`src/rtl/regfile_read_encoder.sv`:
```
// One-hot read select encoder with write bypass, returning register data through
// a single-entry valid/ready response register and counting malformed selects.
module regfile_read_encoder #(
  parameter int WIDTH = 32,
  parameter int NREG  = 8
) (
  input  logic                  clk,
  input  logic                  rst_n,
  input  logic [WIDTH*NREG-1:0] regs_flat,
  input  logic                  wr_en,
  input  logic [7:0]            wr_sel,
  input  logic [WIDTH-1:0]      wr_data,
  input  logic                  req_valid,
  output logic                  req_ready,
  input  logic [7:0]            req_sel,
  output logic                  rsp_valid,
  input  logic                  rsp_ready,
  output logic [WIDTH-1:0]      rsp_data,
  output logic [2:0]            rsp_idx,
  output logic                  rsp_err,
  output logic [7:0]            err_count
);

  typedef enum logic {EMPTY = 1'b0, FULL = 1'b1} state_t;

  state_t           state_r, state_next_s;
  logic             accept_s;
  logic [2:0]       enc_idx_s;
  logic             enc_err_s;
  logic             wr_hit_s;
  logic [WIDTH-1:0] sel_data_s;
  logic [WIDTH-1:0] rsp_data_r;
  logic [2:0]       rsp_idx_r;
  logic             rsp_err_r;
  logic [7:0]       err_count_r;

  // Lowest set bit wins so multi-hot selects still resolve deterministically.
  function automatic logic [2:0] lowest_set(input logic [7:0] sel);
    logic [2:0] idx;
    idx = 3'd0;
    for (int i = 7; i >= 0; i--) begin
      if (sel[i]) idx = 3'(i);
      else        idx = idx;
    end
    return idx;
  endfunction

  function automatic logic [3:0] count_ones(input logic [7:0] sel);
    logic [3:0] n;
    n = 4'd0;
    for (int i = 0; i < 8; i++) n = n + {3'd0, sel[i]};
    return n;
  endfunction

  assign rsp_valid = (state_r == FULL);
  assign req_ready = !rsp_valid | rsp_ready;
  assign accept_s  = req_valid & req_ready;
  assign enc_idx_s = lowest_set(req_sel);
  assign enc_err_s = (count_ones(req_sel) != 4'd1);
  assign wr_hit_s  = wr_en & wr_sel[enc_idx_s];

  // Capture-data select: zero select reads as 0, a coincident write overrides storage.
  always_comb begin
    sel_data_s = {WIDTH{1'b0}};
    if (req_sel == 8'd0) begin
      sel_data_s = {WIDTH{1'b0}};
    end else if (wr_hit_s) begin
      sel_data_s = wr_data;
    end else begin
      sel_data_s = regs_flat[int'(enc_idx_s)*WIDTH +: WIDTH];
    end
  end

  // Next-state logic for the single response slot.
  always_comb begin
    state_next_s = state_r;
    case (state_r)
      EMPTY: begin
        if (accept_s) state_next_s = FULL;
        else          state_next_s = EMPTY;
      end
      FULL: begin
        if (rsp_ready && !accept_s) state_next_s = EMPTY;
        else                        state_next_s = FULL;
      end
      default: state_next_s = EMPTY;
    endcase
  end

  // State register.
  always_ff @(posedge clk or negedge rst_n) begin
    if (!rst_n) state_r <= EMPTY;
    else        state_r <= state_next_s;
  end

  // Response payload loads only on acceptance, so a stalled response is a snapshot.
  always_ff @(posedge clk or negedge rst_n) begin
    if (!rst_n) begin
      rsp_data_r <= {WIDTH{1'b0}};
      rsp_idx_r  <= 3'd0;
      rsp_err_r  <= 1'b0;
    end else if (accept_s) begin
      rsp_data_r <= sel_data_s;
      rsp_idx_r  <= enc_idx_s;
      rsp_err_r  <= enc_err_s;
    end else begin
      rsp_data_r <= rsp_data_r;
      rsp_idx_r  <= rsp_idx_r;
      rsp_err_r  <= rsp_err_r;
    end
  end

  // Saturating count of accepted malformed requests.
  always_ff @(posedge clk or negedge rst_n) begin
    if (!rst_n) begin
      err_count_r <= 8'd0;
    end else if (accept_s && enc_err_s && (err_count_r != 8'hFF)) begin
      err_count_r <= err_count_r + 8'd1;
    end else begin
      err_count_r <= err_count_r;
    end
  end

  assign rsp_data  = rsp_data_r;
  assign rsp_idx   = rsp_idx_r;
  assign rsp_err   = rsp_err_r;
  assign err_count = err_count_r;

endmodule

```
`config.mk`:
```
export PLATFORM = sky130hd
export DESIGN_NAME = regfile_read_encoder
export DESIGN_NICKNAME = d
export VERILOG_FILES = /design/src/rtl/regfile_read_encoder.sv
export SDC_FILE = /design/constraint.sdc
export NUM_CORES = 1
export LEC_CHECK = 0
export BUFFER_PORTS_ARGS = -buffer_cell sky130_fd_sc_hd__buf_2
export CORE_AREA = 2 2 139 141
export CTS_BUF_LIST = sky130_fd_sc_hd__clkbuf_4 sky130_fd_sc_hd__clkbuf_8
export DETAILED_ROUTE_END_ITERATION = 8
export DIE_AREA = 0 0 141 143
export PLACE_DENSITY = 0.62
export RECOVER_POWER = 100
export SLEW_MARGIN = 20
export SYNTH_ARGS = -nofsm -noshare
export SYNTH_HDL_FRONTEND = slang
export SYNTH_SLANG_ARGS = --single-unit
```
`constraint.sdc`:
```
create_clock -name clk -period 4.6 [get_ports clk]
set_input_delay 0.23 -clock clk [delete_from_list [all_inputs] [get_ports clk]]
set_output_delay 0.23 -clock clk [all_outputs]
set_load 0.03 [all_outputs]
```
Word-level counts from Yosys, hierarchy flattened
Cells that the tools add are included.
- flip-flop bits (word level): 45
- input port bits: 309
- output and inout port bits: 46
- logic and storage cells: 42
- $add $sub $neg: 8
- magnitude comparators: 1
- equal/unequal tests: 2
- shifts and indexed selects: 1
- mux-type cells: 15
- bitwise logic cells: 4
- reduce and logical (&&, ||, !) cells: 6
- operator list (cell ; count):
    $shiftx A256 B9 Y32 ; 1
    $mux W32 ; 2
    $mux W3 ; 8
    $add A4 B1 Y4 ; 4
    $add A8 B1 Y8 const B ; 1
    $logic_not A8 Y1 ; 1
    $ne A8 B8 Y1 const B ; 1
    $add A3 B1 Y4 ; 1
    $lt A3 B4 Y1 const B ; 1
    $ne A4 B1 Y1 const B ; 1
    $add A2 B1 Y3 ; 1
    $bmux W1 S3 ; 1
    $logic_and A1 B1 Y1 ; 3
    $mux W1 ; 3
    $add A1 B1 Y2 ; 1
    $and A1 B1 Y1 ; 2
    $logic_not A1 Y1 ; 2
    $pmux W1 S2 ; 1
    $not A1 Y1 ; 1
    $or A1 B1 Y1 ; 1

Longest topological paths before layout
- depth after elaboration: 13
- gate-level depth with buffers: 15
- gate-level depth less buffers: 15

Worst setup path after synthesis
No wires, ideal clock.
- path kind: input to register
- start: input port req_sel[0]
- end: register err_count_r[7], in the netlist err_count[7]
- library setup time: 80 ps
- arrival time: 3463 ps
- data required time: 4520 ps
- path slack: 1057 ps
- stages: 14
- buffers on the path: 0
- path through: inv_1 > fa_1 > fa_1 > fa_1 > inv_1 > ha_1 > inv_1 > fa_1 > mux2i_1 > nor2_1 > a311oi_2 > nand4_1 > nor3_1 > xor2_1
- longest elaborated chain between the ends: 10
- RTL lines (what ; RTL line ; source):
    start: declaration ; 15 ; input logic [7:0] req_sel,
    $add A1 B1 Y2 ; 51 ; for (int i = 0; i < 8; i++) n = n + {3'd0, sel[i]};
    $add A2 B1 Y3 ; 51 ;
    $add A3 B1 Y4 ; 51 ;
    $add A4 B1 Y4 (4 in a row) ; 51 ;
    $ne A4 B1 Y1 ; 59 ; assign enc_err_s = (count_ones(req_sel) != 4'd1);
    $logic_and A1 B1 Y1 (2 in a row) ; 117 ; end else if (accept_s && enc_err_s && (err_count_r != 8'hFF)) begin
    end signal: assignment ; 118 ; err_count_r <= err_count_r + 8'd1;
    end signal: assignment ; 120 ; err_count_r <= err_count_r;
    end: declaration ; 35 ; logic [7:0] err_count_r;
No other way between the ends.
A chain may end at the register's enable or synchronous reset.

Worst setup path in the final report
Ends and elaborated chain as after synthesis.

==> impl_metrics.env <==
export IMPL_violations="capacitance limit, slew limit"
export IMPL_synth_seq_cells=45
export IMPL_drc=0
export IMPL_io_buffers=354
export IMPL_track_usage_pct=16.6
export IMPL_worstPathArrival_ns=4.02
export IMPL_clock_skew_ns=0.0148
export IMPL_fmax_ghz=0.266
export IMPL_cts_resized=0
export IMPL_syn_to_final_growth_pct=53.7
export IMPL_busiest_layer="met2"
export IMPL_cts_made_buffers=5
export IMPL_clkTransAtPathRegs_ns=0.11
export IMPL_overflow=0
export IMPL_grt_util_met1_pct=19.3
export IMPL_finalHoldViolCount=0
export IMPL_tns_ns=0
export IMPL_use_met2_pct=30.8
export IMPL_drt_wl_total_um=17700
export IMPL_instances_no_fill=1108
export IMPL_r2r_setup_slack_ns=1.33
export IMPL_die_width_um=141
export IMPL_slew_limit_headroom_pct=-77.0
export IMPL_dp_hpwl_um=13600
export IMPL_maxCapViolations=2
export IMPL_grt_pass1_vias=5122
export IMPL_insertion_delay_ns=0.33
export IMPL_placed_cell_area_um2=5810
export IMPL_startpoint_type="input port"
export IMPL_tightest_slew_ns=2.66
export IMPL_drt_iter0_markers=205
export IMPL_yosysWarningCount=0
export IMPL_slew_viol_final=87
export IMPL_wl_per_cell_um=16.0
export IMPL_start_util_pct=20.5
export IMPL_num_vias=5295
export IMPL_synthCells=545
export IMPL_path_max_fanout=6
export IMPL_core_um2=18600
export IMPL_clockRootBuffer="clkbuf_8"
export IMPL_synth_avg_cell_area_um2=6.99
export IMPL_postCtsHoldBufs=0
export IMPL_post_cts_buffers=0
export IMPL_fin_area_um2=5860
export IMPL_setup_viol=0
export IMPL_cp_data_required_time_ns=4.86
export IMPL_gp_congestion=0.802
export IMPL_hp_class="input port to flip-flop"
export IMPL_dieArea_um2=20200
export IMPL_cts_tree="yes"
export IMPL_crit_type="input port to flip-flop"
export IMPL_ant_nets=0
export IMPL_power_leakage_nw=2.93
export IMPL_antenna_found_initial=1
export IMPL_num_rows=50
export IMPL_grt_max_degree=63
export IMPL_pin_count=355
export IMPL_final_net_count=1190
export IMPL_powerDensity_nw_per_um2=278
export IMPL_worst_setup_path_end_kind="flip-flop"
export IMPL_met3_usage_pct=3.89
export IMPL_place_inst=1099
export IMPL_viasPerCell=4.78
export IMPL_yosysSeqAreaShare_pct=29.5
export IMPL_cts_htree_levels=2
export IMPL_clockBufferDepth=2
export IMPL_synth_cell_area_um2=3810
export IMPL_rsz0062_at_grt="no"
export IMPL_outcome="finished with violations"
export IMPL_drive_above_1_share_pct=38.5
export IMPL_grt_pass1_wl_um=26300
export IMPL_first_pass_iters=4
export IMPL_die_h_um=143
export IMPL_synth_nets=863
export IMPL_period_share_pct=81.8
export IMPL_ir_worst_vdd_mv=0.189
export IMPL_synth_distinct_cells=35
export IMPL_layout_min_cycle_time_ns=3.76
export IMPL_clkSinkCount=45
-- registers in the layout, summed over array words and instances, names as in the netlist --
signal	count
rsp_data	32
err_count	8
rsp_idx	3
rsp_err	1
rsp_valid	1
-- layout by cell type (no fill, tap or decap), types with 2 or more instances in the layout --
master and count:
clkbuf_8 5, nand2_1 40, clkbuf_1 48, inv_1 46, nor2_1 131, xnor2_1 4
buf_4 6, o21ai_4 2, o221ai_1 32, buf_2 307, ha_1 5, nand4_1 2
mux2_1 2, o22ai_1 62, mux2_2 5, xor2_1 3, nor3_1 34, dfrtp_1 45
inv_6 2, mux2i_1 2, o21ai_0 34, fa_1 4, nand2b_1 2, nor4_1 32
mux4_2 2
-- through the flow --
step | setup WS (ns) | utilization (%) | hold slack, ns | total power, mW
floorplan | 1.06 | - | -0.0656 | 1.01
global placement | 0.697 | 31.2 | 0.376 | 1.32
detailed placement | 0.619 | 31.2 | 0.385 | 1.34
CTS | 0.968 | 31.9 | 0.00828 | 1.68
global route | 0.665 | 31.5 | 0.0763 | 1.75
finish | 0.837 | 31.5 | 0.0984 | 1.63
-- power breakdown --
group / switching, mW / internal [mW]
Sequential: 0.0686 / 0.485
Combinational: 0.470 / 0.272
Clock: 0.167 / 0.166
Total: 0.705 / 0.922
-- logic make-up after synthesis --
group / Yosys count / synth area share, %
mux: 11 / 3.78
compound gates: 140 / 24.5
buf+inv: 87 / 8.80
simple gates: 246 / 28.0
xor+xnor: 7 / 1.61
flops: 45 / 29.5
fa+ha+maj: 9 / 3.74
-- critical path, stage by stage --
cell and delay, ns:
clkbuf_1 0.22, inv_1 0.14, fa_1 0.57, fa_1 0.44, fa_1 0.44, inv_1 0.06
ha_1 0.16, inv_1 0.06, fa_1 0.43, mux2i_1 0.15, nor2_1 0.08, a311oi_2 0.40
nand4_1 0.25, nor3_1 0.22, xor2_1 0.16
-- layout make-up --
class	instances	area [µm²]
fillers	2063	12700
multi-input cells	413	2390
repair buffers	361	1760
flip-flops and latches	45	1130
well taps	234	293
inverters	46	173
clock buffers	5	68.8
clock inverters	3	47.5
diodes	1	2.50
-- final timing paths --
path                                    from           end  depth (start not counted)
worst min register to register  rsp_data[10]  rsp_data[10]                          2
worst max-delay path              req_sel[0]  err_count[7]                         15
max in group asynchronous              rst_n   rsp_data[8]                          2
worst max register to register     rsp_valid  rsp_data[17]                          5
worst min-delay path               req_valid     rsp_valid                          2
min in group asynchronous              rst_n  err_count[1]                          2
-- synth_stat cells (all sizes together) --
master	instances	share of area (%)
nor2	131	13
o22ai	62	10
inv	46	4.5
dfrtp	45	30
nand2	41	4.0
o21ai	37	4.9
nor3	35	4.7
clkbuf	32	3.2
nor4	32	5.3
o221ai	32	7.4
buf	9	1.1
mux2	7	2.1
ha	5	1.6
fa	4	2.1
xnor2	4	0.92
xor2	3	0.69
mux2i	2	0.53
mux4	2	1.2
nand2b	2	0.33
nand3	2	0.26
nand4	2	0.33
a211oi	1	0.20
a21bo	1	0.26
a21boi	1	0.20
a21oi	1	0.13
a22o	1	0.23
a311oi	1	0.39
and3	1	0.16
o221a	1	0.30
o22a	1	0.23
o31ai	1	0.20
-- per-layer routing --
| metal | share of wire (%) | vias up |
|---|---|---|
| li1 | - | 2623 |
| met1 | 41 | 2386 |
| met2 | 50 | 257 |
| met3 | 7.1 | 29 |
| met4 | 1.6 | 0 |
| met5 | 0 | - |
(Power assumes the default switching activity.)
